===== config.mk =====
export PLATFORM = sky130hd
export DESIGN_NAME = washer_panel_ctrl
export DESIGN_NICKNAME = d
export VERILOG_FILES = /design/src/rtl/washer_panel_ctrl.sv
export SDC_FILE = /design/constraint.sdc
export NUM_CORES = 1
export LEC_CHECK = 0
export BUFFER_PORTS_ARGS = -buffer_cell sky130_fd_sc_hd__buf_4
export CAP_MARGIN = 20
export CORE_MARGIN = 8
export CORE_UTILIZATION = 55
export DETAILED_ROUTE_END_ITERATION = 8
export PLACE_DENSITY_LB_ADDON = 0.05
export SKIP_CTS_REPAIR_TIMING = 1
export SYNTH_ARGS = -nofsm -noshare
export SYNTH_HDL_FRONTEND = slang
export SYNTH_SLANG_ARGS = --single-unit
export TNS_END_PERCENT = 50

===== constraint.sdc =====
create_clock -name clk -period 2 [get_ports clk]
set_input_delay 0.3 -clock clk [delete_from_list [all_inputs] [get_ports clk]]
set_output_delay 0.3 -clock clk [all_outputs]
set_load 0.05 [all_outputs]

===== src/rtl/washer_panel_ctrl.sv =====
// rtl/washer_panel_ctrl.sv - front-panel button/door controller feeding the washing machine FSM
module washer_panel_ctrl #(
    parameter int DEBOUNCE = 16
) (
    input  logic clk,
    input  logic rst,
    input  logic btn_start,
    input  logic btn_pause,
    input  logic sw_double,
    input  logic sw_dry,
    input  logic door_closed,
    input  logic done,
    output logic start,
    output logic double_wash,
    output logic dry_wash,
    output logic time_pause,
    output logic door_lock,
    output logic door_err
);

    localparam int CW = $clog2(DEBOUNCE + 1);
    localparam logic [CW-1:0] C_LAST = CW'(DEBOUNCE - 1);
    localparam logic [CW-1:0] C_ONE  = CW'(1);

    typedef enum logic [1:0] {
        S_IDLE,
        S_START,
        S_RUN,
        S_PAUSED
    } state_t;

    // bit 0 = start button, bit 1 = pause button, bit 2 = door sensor
    logic [2:0]    r_sync1;
    logic [2:0]    r_sync2;

    // bit 0 = start button, bit 1 = pause button
    logic [1:0]    r_deb;
    logic [1:0]    r_deb_d;
    logic [1:0]    r_press;
    logic [CW-1:0] r_cnt [2];

    state_t        r_state;
    state_t        w_state_nx;
    logic          w_dbl_nx;
    logic          w_dry_nx;
    logic          w_err_nx;
    logic          w_door_ok;
    logic          w_ev_start;
    logic          w_ev_pause;

    assign w_door_ok  = r_sync2[2];
    assign w_ev_start = r_press[0];
    assign w_ev_pause = r_press[1];

    // two-flop synchronizers for the asynchronous buttons and door sensor
    always_ff @(posedge clk or posedge rst) begin
        if (rst) begin
            r_sync1 <= '0;
            r_sync2 <= '0;
        end else begin
            r_sync1 <= {door_closed, btn_pause, btn_start};
            r_sync2 <= r_sync1;
        end
    end

    // debounce counters; the debounced level flips on the DEBOUNCE-th consecutive differing sample,
    // and a press event is registered one cycle after the debounced level rises
    always_ff @(posedge clk or posedge rst) begin
        if (rst) begin
            r_deb   <= '0;
            r_deb_d <= '0;
            r_press <= '0;
            for (int i = 0; i < 2; i++) begin
                r_cnt[i] <= '0;
            end
        end else begin
            r_deb_d <= r_deb;
            r_press <= r_deb & ~r_deb_d;
            for (int i = 0; i < 2; i++) begin
                if (r_sync2[i] == r_deb[i]) begin
                    r_cnt[i] <= '0;
                end else if (r_cnt[i] == C_LAST) begin
                    r_cnt[i] <= '0;
                    r_deb[i] <= ~r_deb[i];
                end else begin
                    r_cnt[i] <= r_cnt[i] + C_ONE;
                end
            end
        end
    end

    // next-state logic; done outranks pause/door in RUN and PAUSED, start outranks pause in IDLE
    always_comb begin
        w_state_nx = r_state;
        w_dbl_nx   = double_wash;
        w_dry_nx   = dry_wash;
        w_err_nx   = 1'b0;
        case (r_state)
            S_IDLE: begin
                if (w_ev_start) begin
                    if (w_door_ok) begin
                        w_dbl_nx   = sw_double;
                        w_dry_nx   = sw_dry;
                        w_state_nx = S_START;
                    end else begin
                        w_err_nx = 1'b1;
                    end
                end
            end
            S_START: begin
                // a done still high from the previous cycle must drop before we count as running
                if (!done) begin
                    w_state_nx = S_RUN;
                end
            end
            S_RUN: begin
                if (done) begin
                    w_state_nx = S_IDLE;
                end else if (w_ev_pause || !w_door_ok) begin
                    w_state_nx = S_PAUSED;
                end
            end
            S_PAUSED: begin
                if (done) begin
                    w_state_nx = S_IDLE;
                end else if (w_ev_pause) begin
                    if (w_door_ok) begin
                        w_state_nx = S_RUN;
                    end else begin
                        w_err_nx = 1'b1;
                    end
                end
            end
            default: begin
                w_state_nx = S_IDLE;
            end
        endcase
    end

    // state register with outputs registered from the next state
    always_ff @(posedge clk or posedge rst) begin
        if (rst) begin
            r_state     <= S_IDLE;
            start       <= 1'b0;
            door_lock   <= 1'b0;
            time_pause  <= 1'b0;
            double_wash <= 1'b0;
            dry_wash    <= 1'b0;
            door_err    <= 1'b0;
        end else begin
            r_state     <= w_state_nx;
            start       <= (w_state_nx != S_IDLE);
            door_lock   <= (w_state_nx != S_IDLE);
            time_pause  <= (w_state_nx == S_PAUSED);
            double_wash <= w_dbl_nx;
            dry_wash    <= w_dry_nx;
            door_err    <= w_err_nx;
        end
    end

endmodule

[Word level (Yosys, flattened, before mapping)]
Cells that the tools add are included.
Word-level totals
  register bits: 29
  input bits: 8
  output and inout port bits: 6
  word-level logic and storage cells: 55
Cells by class
  add/subtract/negate cells: 2
  equality and inequality tests: 8
  multiplexer cells: 18
  bitwise gates (word level): 6
  reduce and logical (&&, ||, !) cells: 7
Operators by type and width (number)
  5-bit 2-to-1 mux: 4
  2-bit 2-to-1 mux: 8
  5-bit by 1-bit adder with 5-bit output (second input constant): 2
  5-bit by 4-bit equality test with 1-bit output (second input constant): 2
  2-bit one-hot mux with 4 select lines: 1
  2-bit equality test (second input constant): 3
  1-bit 2-to-1 mux: 4
  1-bit inverter: 4
  2-bit AND reduction: 2
  3-bit AND reduction: 1
  2-bit bitwise AND: 1
  1-bit equality test: 2
  2-bit by 1-bit equality test with 1-bit output (second input constant): 1
  2-bit zero test: 1
  2-bit inverter: 1
  1-bit one-hot mux with 2 select lines: 1
  2-bit nonzero test: 1
  1-bit zero test: 1
  1-bit logical OR: 1

[Longest topological paths before layout]
Gate-level depths: netlist of run 1.
  depth in word-level cells: 6
  depth in mapped cells: 6
  depth with buffers taken out: 6

[Worst setup path before layout of run 1]
OpenSTA, ideal clock, no wires.
  path kind: register to register
  from: register r_state[1]
  to: register time_pause
  setup time: 127 ps
  arrival time: 1357 ps
  data required time: 1873 ps
  setup slack: 516 ps
  stages on the path, launching flop included: 7
  path buffers: 0
  period minus slack after synthesis: 1484 ps
  path through: dfrtp_1 inv_1 ha_1 mux2_4 a211o_1 o211ai_2 nor2_1
On the way
  word-level cells in the longest chain between the ends: 5
RTL lines
  from (decl): line 42  | state_t r_state;
  from (signal assigned): line 151  | r_state <= w_state_nx;
  2-bit 2-to-1 mux: line 127  | if (w_door_ok) begin
  2-bit 2-to-1 mux: line 126  | end else if (w_ev_pause) begin
  2-bit 2-to-1 mux: line 124  | if (done) begin
  2-bit one-hot mux with 4 select lines *: line 98  | case (r_state)
  2-bit equality test *: line 154  | time_pause <= (w_state_nx == S_PAUSED);
  to (signal assigned): line 154
  to (decl): line 16  | output logic time_pause,
Every way passes the cells marked *; elsewhere a longest branch is shown, timed or not.
A chain may end at the register's enable or synchronous reset.

[Worst setup path in the final report of run 1]
  from: register r_state[1]
  to: register door_lock
On the way
  word-level cells in the longest chain between the ends: 5
RTL lines
  2-bit 2-to-1 mux: line 127
  2-bit 2-to-1 mux: line 126
  2-bit 2-to-1 mux: line 124
  2-bit one-hot mux with 4 select lines *: line 98
  2-bit nonzero test *: line 153  | door_lock <= (w_state_nx != S_IDLE);
  to (signal assigned): line 153
  to (decl): line 17  | output logic door_lock,
Marked as above.

==> results of run 1 <==
## placed cells by master, fill, tap and decap left out
master	netlist	layout
sky130_fd_sc_hd__dfrtp_1	29	29
sky130_fd_sc_hd__buf_4	1	14
sky130_fd_sc_hd__nor2_1	10	10
sky130_fd_sc_hd__inv_1	7	7
sky130_fd_sc_hd__ha_1	7	7
sky130_fd_sc_hd__nand3_1	6	6
sky130_fd_sc_hd__xor2_1	6	6
sky130_fd_sc_hd__clkbuf_4	0	5
sky130_fd_sc_hd__nand2_1	4	4
sky130_fd_sc_hd__mux2_1	4	4
sky130_fd_sc_hd__and2_1	3	3
sky130_fd_sc_hd__a22oi_1	2	2
sky130_fd_sc_hd__o21ai_1	2	2
sky130_fd_sc_hd__nor2b_1	2	2
sky130_fd_sc_hd__and3_1	2	2
sky130_fd_sc_hd__and2b_1	1	1
sky130_fd_sc_hd__nor3_1	1	1
sky130_fd_sc_hd__nand2b_1	1	1
sky130_fd_sc_hd__mux2_4	1	1
sky130_fd_sc_hd__a211o_1	1	1
sky130_fd_sc_hd__o211ai_2	1	1
sky130_fd_sc_hd__o21ai_0	1	1
sky130_fd_sc_hd__o31ai_1	1	1
sky130_fd_sc_hd__nor4b_2	1	1
sky130_fd_sc_hd__a31oi_1	1	1
sky130_fd_sc_hd__a32oi_1	1	1
sky130_fd_sc_hd__clkbuf_1	0	1
sky130_fd_sc_hd__clkbuf_8	0	1
## area by class of cell
type,instances,area [um2]
multi-input combinational,59,434.2
inverter,7,26.28
sequential,29,725.7
tap,28,35.03
timing repair buffer,14,105.1
fill,179,745.7
clock buffer,7,55.05
## power groups by stage
stage          sequential (uW)  combinational [uW]  clock, uW
6_report                   669                 389        330
5_1_grt                    676                 440        375
4_1_cts                    669                 392        352
3_5_place_dp               680                 392          0
3_3_place_gp               676                 384          0
2_1_floorplan              720                 261          0
## routing by layer
layer | share of wire | GRT usage | vias up
li1 | - | - | 362
met1 | 0.42 | 0.1073 | 366
met2 | 0.50 | 0.1630 | 15
met3 | 0.072 | 0.04659 | 2
met4 | 0.0052 | 0.05983 | 0
met5 | 0 | 0 | -
## critical path, cell delays in order, from the launching register on
cell and delay, ns:
sky130_fd_sc_hd__dfrtp_1 0.44, sky130_fd_sc_hd__inv_1 0.12, sky130_fd_sc_hd__ha_1 0.25, sky130_fd_sc_hd__mux2_4 0.27
sky130_fd_sc_hd__a211o_1 0.28, sky130_fd_sc_hd__o211ai_2 0.08, sky130_fd_sc_hd__nand2_1 0.08
## cells by family (layout without fill, tap and decap cells)
family	after synthesis	after routing	share of synthesized area
AOI/OAI and AO/OA	10	10	0.06184
xor gates and xnor gates	6	6	0.04402
adders and majority gates	7	7	0.07337
buffers and inverters	8	28	0.02831
DFF	29	29	0.6080
muxes	5	5	0.05031
and+or+nand+nor	31	31	0.1342
## sequential cells by signal, summed over array words and instances (netlist names)
name         flops
time_pause       1
r_deb            2
dry_wash         1
r_sync2          3
r_deb_d          2
r_cnt           10
r_state          2
door_err         1
double_wash      1
r_sync1          3
door_lock        1
r_press          2
## worst paths after layout
check	start	end	slack (ns)	cells past startpoint
max reg2reg	r_state[1]$_DFF_PP0_	door_lock$_DFF_PP0_	0.35	6
min	rst	r_sync1[2]$_DFF_PP0_	0.06	3
max	r_state[1]$_DFF_PP0_	door_lock$_DFF_PP0_	0.35	6
min in group clk	btn_pause	r_sync1[1]$_DFF_PP0_	0.10	1
max in group asynchronous	rst	time_pause$_DFF_PP0_	1.68	3
min reg2reg	r_sync1[2]$_DFF_PP0_	r_sync2[2]$_DFF_PP0_	0.36	0
## per-stage QoR
step	setup slack [ns]	instances	util	instance area [um2]
6_report	0.3521	144	0.6494	1381
5_1_grt	0.1840	144	0.6494	1381
3_5_place_dp	0.3639	137	0.6235	1326
3_3_place_gp	0.4162	137	0.6235	1326
4_1_cts	0.3512	144	0.6494	1381
2_1_floorplan	0.5164	96	-	1194
==> results.sh, run 1 <==
export IMPL_status="finished clean"
export IMPL_power_frac_clock=0.238
export IMPL_synth_top_area_share=0.6080
export IMPL_tritoncts_num_buffers=5
export IMPL_via_total_after_detailed_routing=745
export IMPL_cellInternalPower_uw=941.4
export IMPL_antenna_cells=0
export IMPL_globalplace_congestion=0.8781
export IMPL_combPwrFrac=0.280
export IMPL_dp_hpwl_um=1308
export IMPL_row_count=17
export IMPL_static_leakage_power_uw=0.0007419
export IMPL_maxCapViolations=0
export IMPL_vias_in_the_first_global_route=770
export IMPL_synth_top_cells_by_count="sky130_fd_sc_hd__dfrtp_1 (29), sky130_fd_sc_hd__nor2_1 (10), sky130_fd_sc_hd__ha_1 (7), sky130_fd_sc_hd__inv_1 (7)"
export IMPL_clock_skew_ns=0.003572
export IMPL_fmax_mhz=606.8
export IMPL_cts_max_path_buffers=2
export IMPL_yosys_warnings=0
export IMPL_synth_cell_area_mm2=0.001194
export IMPL_global_route_usage_total=0.1016
export IMPL_initial_antenna_violation_count=0
export IMPL_sw_frac_of_total=0.3216
export IMPL_drt_wl_total_um=1729
export IMPL_ctsHtreeMaxLevel=2
export IMPL_clock_sinks=29
export IMPL_synth_nets=111
export IMPL_critPathRequiredTime_ns=2.18
export IMPL_tritoncts="done"
export IMPL_start_to_end_type_of_the_worst_setup_path="flip-flop to flip-flop"
export IMPL_io_pins=14
export IMPL_height_of_the_die_um=62.59
export IMPL_post_synthesis_instance_total=96
export IMPL_synthDistinctLibCells=25
export IMPL_detailedRoute_firstIterationViolations=32
export IMPL_synth_top_cells_by_area="sky130_fd_sc_hd__dfrtp_1 (61%), sky130_fd_sc_hd__ha_1 (7.3%), sky130_fd_sc_hd__xor2_1 (4.4%)"
export IMPL_power_density_mw_per_mm2=1005
export IMPL_clkSlewWorstSetupHoldPaths_ns=0.08
export IMPL_number_of_synthesized_flops_with_an_enable_pin=0
export IMPL_initial_utilization=0.5612
export IMPL_min_path_type="input port to asynchronous set/reset pin"
export IMPL_critical_path_startpoint_type="flip-flop"
export IMPL_final_layout_size_suffix_gt1_frac=0.1983
export IMPL_vdd_ir_drop_worst_mv=0.5878
export IMPL_finalCritPeriodShare=0.8240
export IMPL_tns_ns=0
export IMPL_grt_max_degree=30
export IMPL_cts_root_buf="sky130_fd_sc_hd__clkbuf_4"
export IMPL_wl_per_cell_um=12.01
export IMPL_layout_area_overhead_vs_synth_pct=15.72
export IMPL_worst_slew_pin_transition_ns=0.3448
export IMPL_via_per_inst=5.174
export IMPL_final_hold_violation_count=0
export IMPL_postSynth_topFlopCell="sky130_fd_sc_hd__dfrtp_1"
export IMPL_synth_most_common_cell="sky130_fd_sc_hd__dfrtp_1"
export IMPL_ys_seq_area_frac=0.6080
export IMPL_postSynthRegisterBits=29
export IMPL_worst_path_max_fanout=5
export IMPL_fin_total_pwr_uw=1388
export IMPL_die_width_um=62.59
export IMPL_timing_max_slew_rel_slack=0.7701
export IMPL_rsz_0062_raised_after_global_routing="false"
export IMPL_core_box_area_mm2=0.002127
export IMPL_synth_async_reset_ratio=1.000
export IMPL_synthesis_area_per_instance_um2=12.43
export IMPL_arrival_ns=1.82
export IMPL_overflow=0
export IMPL_drt_pass1_iter_count=4
export IMPL_worstSetupEndpointType="flip-flop"
export IMPL_pins_over_their_slew_limit=0
export IMPL_yosysTopAreaCell="sky130_fd_sc_hd__dfrtp_1"
export IMPL_final_period_minus_worst_setup_slack_ns=1.648
export IMPL_finalSetupViolations=0
export IMPL_net_switching_power_uw=446.4
export IMPL_clkLatencyLatePin_ns=0.30
export IMPL_nNetsFinal=131
export IMPL_drc_errors=0
export IMPL_grt_first_pass_wirelength_um=3215
export IMPL_buffer_ports_inserted=13
export IMPL_tightest_hold_margin_ns=0.06216
export IMPL_power_sequential_fraction=0.482
export IMPL_detail_route_antenna_nets=0
export IMPL_die_area_mm2=0.003917
Note: power is estimated with default switching activity, not from simulation.
==> inputs of run 2 (changes only) <==
==> constraint.sdc (replaced) <==
create_clock -name clk -period 1.6 [get_ports clk]
set_input_delay 0.24 -clock clk [delete_from_list [all_inputs] [get_ports clk]]
set_output_delay 0.24 -clock clk [all_outputs]
set_load 0.05 [all_outputs]
==> run 2 against run 1 <==
  * The flow now finishes with violations (negative hold slack)
  * Critical path depth is the same
  * Critical endpoint unchanged
  * Die area is the same
  * Via count is 0.94% higher
  * Largest cell class unchanged
  * Cell count up 3.5%
  * Sequential cell count stayed put
==> results.sh, run 2 (synthesis gave the netlist of run 1 again) <==
export IMPL_cts_max_path_buffers=2
export IMPL_detailedRoute_firstIterationViolations=14
export IMPL_finalSetupViolations=0
export IMPL_drt_pass1_iter_count=4
export IMPL_final_period_minus_worst_setup_slack_ns=1.520
export IMPL_die_area_mm2=0.003917
export IMPL_pins_over_their_slew_limit=0
export IMPL_globalplace_congestion=0.8912
export IMPL_setup_ws_final_ns=0.07954
export IMPL_fin_cells=149
export IMPL_dp_worst_setup_slack_ns=-0.04052
export IMPL_detail_route_antenna_nets=0
export IMPL_r2r_start="r_state[0]$_DFF_PP0_"
export IMPL_fill_cells=162
export IMPL_registers_with_the_most_flip_flops="r_cnt (10), r_sync1 (3), r_sync2 (3)"
export IMPL_via_per_inst=5.047
export IMPL_grt_use_met2=0.1539
export IMPL_numPlacedInstances=138
export IMPL_wl_per_cell_um=11.99
export IMPL_vdd_ir_drop_worst_mv=0.8543
export IMPL_grt_first_pass_wirelength_um=3167
export IMPL_worst_r2r_end="door_lock$_DFF_PP0_"
export IMPL_buffer_ports_inserted=13
export IMPL_nNetsFinal=135
export IMPL_layout_area_overhead_vs_synth_pct=20.75
export IMPL_tritoncts_num_buffers=5
export IMPL_grt_met3_usage=0.04839
export IMPL_final_layout_size_suffix_gt1_frac=0.2810
export IMPL_layout_commonest_cell="sky130_fd_sc_hd__dfrtp_1"
export IMPL_worstSetupEndpointType="flip-flop"
export IMPL_failed_checks="negative hold slack"
export IMPL_rsz_0062_raised_after_global_routing="false"
export IMPL_busiest_layer="met2"
export IMPL_overflow=0
export IMPL_final_hold_violation_count=29
export IMPL_drt_wl_total_um=1787
export IMPL_worst_r2r_path_depth=6
export IMPL_antenna_cells=0
export IMPL_flip_flop_count_of_the_largest_register_all_copies_and_words_added=10
export IMPL_status="finished with violations"
export IMPL_tritoncts="done"
export IMPL_global_route_usage_total=0.1008
export IMPL_worst_path_max_fanout=4
export IMPL_top_register="r_cnt"
export IMPL_static_leakage_power_uw=0.0007713
export IMPL_cts_root_buf="sky130_fd_sc_hd__clkbuf_4"
export IMPL_row_count=17
export IMPL_layout_common_cells="sky130_fd_sc_hd__dfrtp_1 (29), sky130_fd_sc_hd__buf_4 (18), sky130_fd_sc_hd__nor2_1 (10)"
export IMPL_globalRouteMet1Util=0.1018
export IMPL_tns_ns=0
export IMPL_clock_sinks=29
export IMPL_vias_in_the_first_global_route=798
export IMPL_ctsHtreeMaxLevel=2
export IMPL_io_pins=14
export IMPL_initial_antenna_violation_count=0
export IMPL_height_of_the_die_um=62.59
export IMPL_via_total_after_detailed_routing=752
export IMPL_start_to_end_type_of_the_worst_setup_path="flip-flop to flip-flop"
export IMPL_dp_hpwl_um=1307
export IMPL_grt_max_degree=30
export IMPL_finalCritPeriodShare=0.9503
export IMPL_maxCapViolations=0
export IMPL_die_width_um=62.59
export IMPL_clkSlewWorstSetupHoldPaths_ns=0.08
export IMPL_critPathRequiredTime_ns=1.80
export IMPL_r2r_setup_slack_ns=0.08
export IMPL_critical_path_startpoint_type="flip-flop"
export IMPL_worst_slew_pin_transition_ns=0.3381
export IMPL_core_box_area_mm2=0.002127
export IMPL_tightest_hold_margin_ns=-0.02403
export IMPL_clkLatencyLatePin_ns=0.31
export IMPL_initial_utilization=0.5612
export IMPL_power_density_mw_per_mm2=1318
export IMPL_fmax_mhz=657.7
export IMPL_min_path_type="input port to asynchronous set/reset pin"
export IMPL_clock_skew_ns=0.005476
export IMPL_timing_max_slew_rel_slack=0.7746
export IMPL_drc_errors=0
export IMPL_arrival_ns=1.72
run 2: worst max path at each step:
stage,start,end,slack (ns),cells past startpoint
after floorplan,r_state[1]$_DFF_PP0_,time_pause$_DFF_PP0_,0.12,6
after global placement,r_state[0]$_DFF_PP0_,time_pause$_DFF_PP0_,0.07,6
after detailed placement,r_state[0]$_DFF_PP0_,door_lock$_DFF_PP0_,-0.04,6
after CTS,r_state[0]$_DFF_PP0_,door_lock$_DFF_PP0_,-0.05,6
after global routing,r_state[0]$_DFF_PP0_,door_lock$_DFF_PP0_,0.02,6
final,r_state[0]$_DFF_PP0_,door_lock$_DFF_PP0_,0.08,6
run 2: area by class of cell:
type | count | area (um2) | share of cell area
Sequential cell | 29 | 725.7 | 0.5035
Multi-Input combinational cell | 59 | 449.2 | 0.3116
Timing Repair Buffer | 18 | 135.1 | 0.09375
Clock buffer | 7 | 65.06 | 0.04514
Tap cell | 28 | 35.03 | 0.02431
Inverter | 7 | 26.28 | 0.01823
Clock inverter | 1 | 5.005 | 0.003472
run 2: per-layer routing:
| metal | part of all wire | wire [um] |
|---|---|---|
| met1 | 0.45 | 808 |
| met3 | 0.076 | 135 |
| met2 | 0.45 | 797 |
| met5 | 0 | 0 |
| met4 | 0.025 | 45 |
run 2: stage by stage:
| step | cell area [um2] | util | hold slack, ns | total power [uW] |
|---|---|---|---|---|
| global route | 1441 | 0.6776 | 0.005807 | 2003 |
| floorplan | 1194 | - | 0.2714 | 1226 |
| finish | 1441 | 0.6776 | -0.02403 | 1900 |
| detailed placement | 1334 | 0.6271 | 0.3331 | 1355 |
| CTS | 1404 | 0.6600 | -0.01474 | 1842 |
| global placement | 1334 | 0.6271 | 0.3241 | 1338 |
run 2: where the power goes:
part,internal (uW),leakage (uW),switching [uW]
Combinational,237,0.000351,343
Sequential,789,0.000379,40.3
Clock,254,0.0000413,236
Total,1280,0.000771,619
run 2: worst max-delay path, stage by stage, from the launching register on:
cell                       delay (ns)
sky130_fd_sc_hd__dfrtp_1         0.43
sky130_fd_sc_hd__buf_4           0.15
sky130_fd_sc_hd__ha_1            0.18
sky130_fd_sc_hd__and2b_1         0.20
sky130_fd_sc_hd__a211o_1         0.29
sky130_fd_sc_hd__o211ai_2        0.09
sky130_fd_sc_hd__nand2_1         0.08
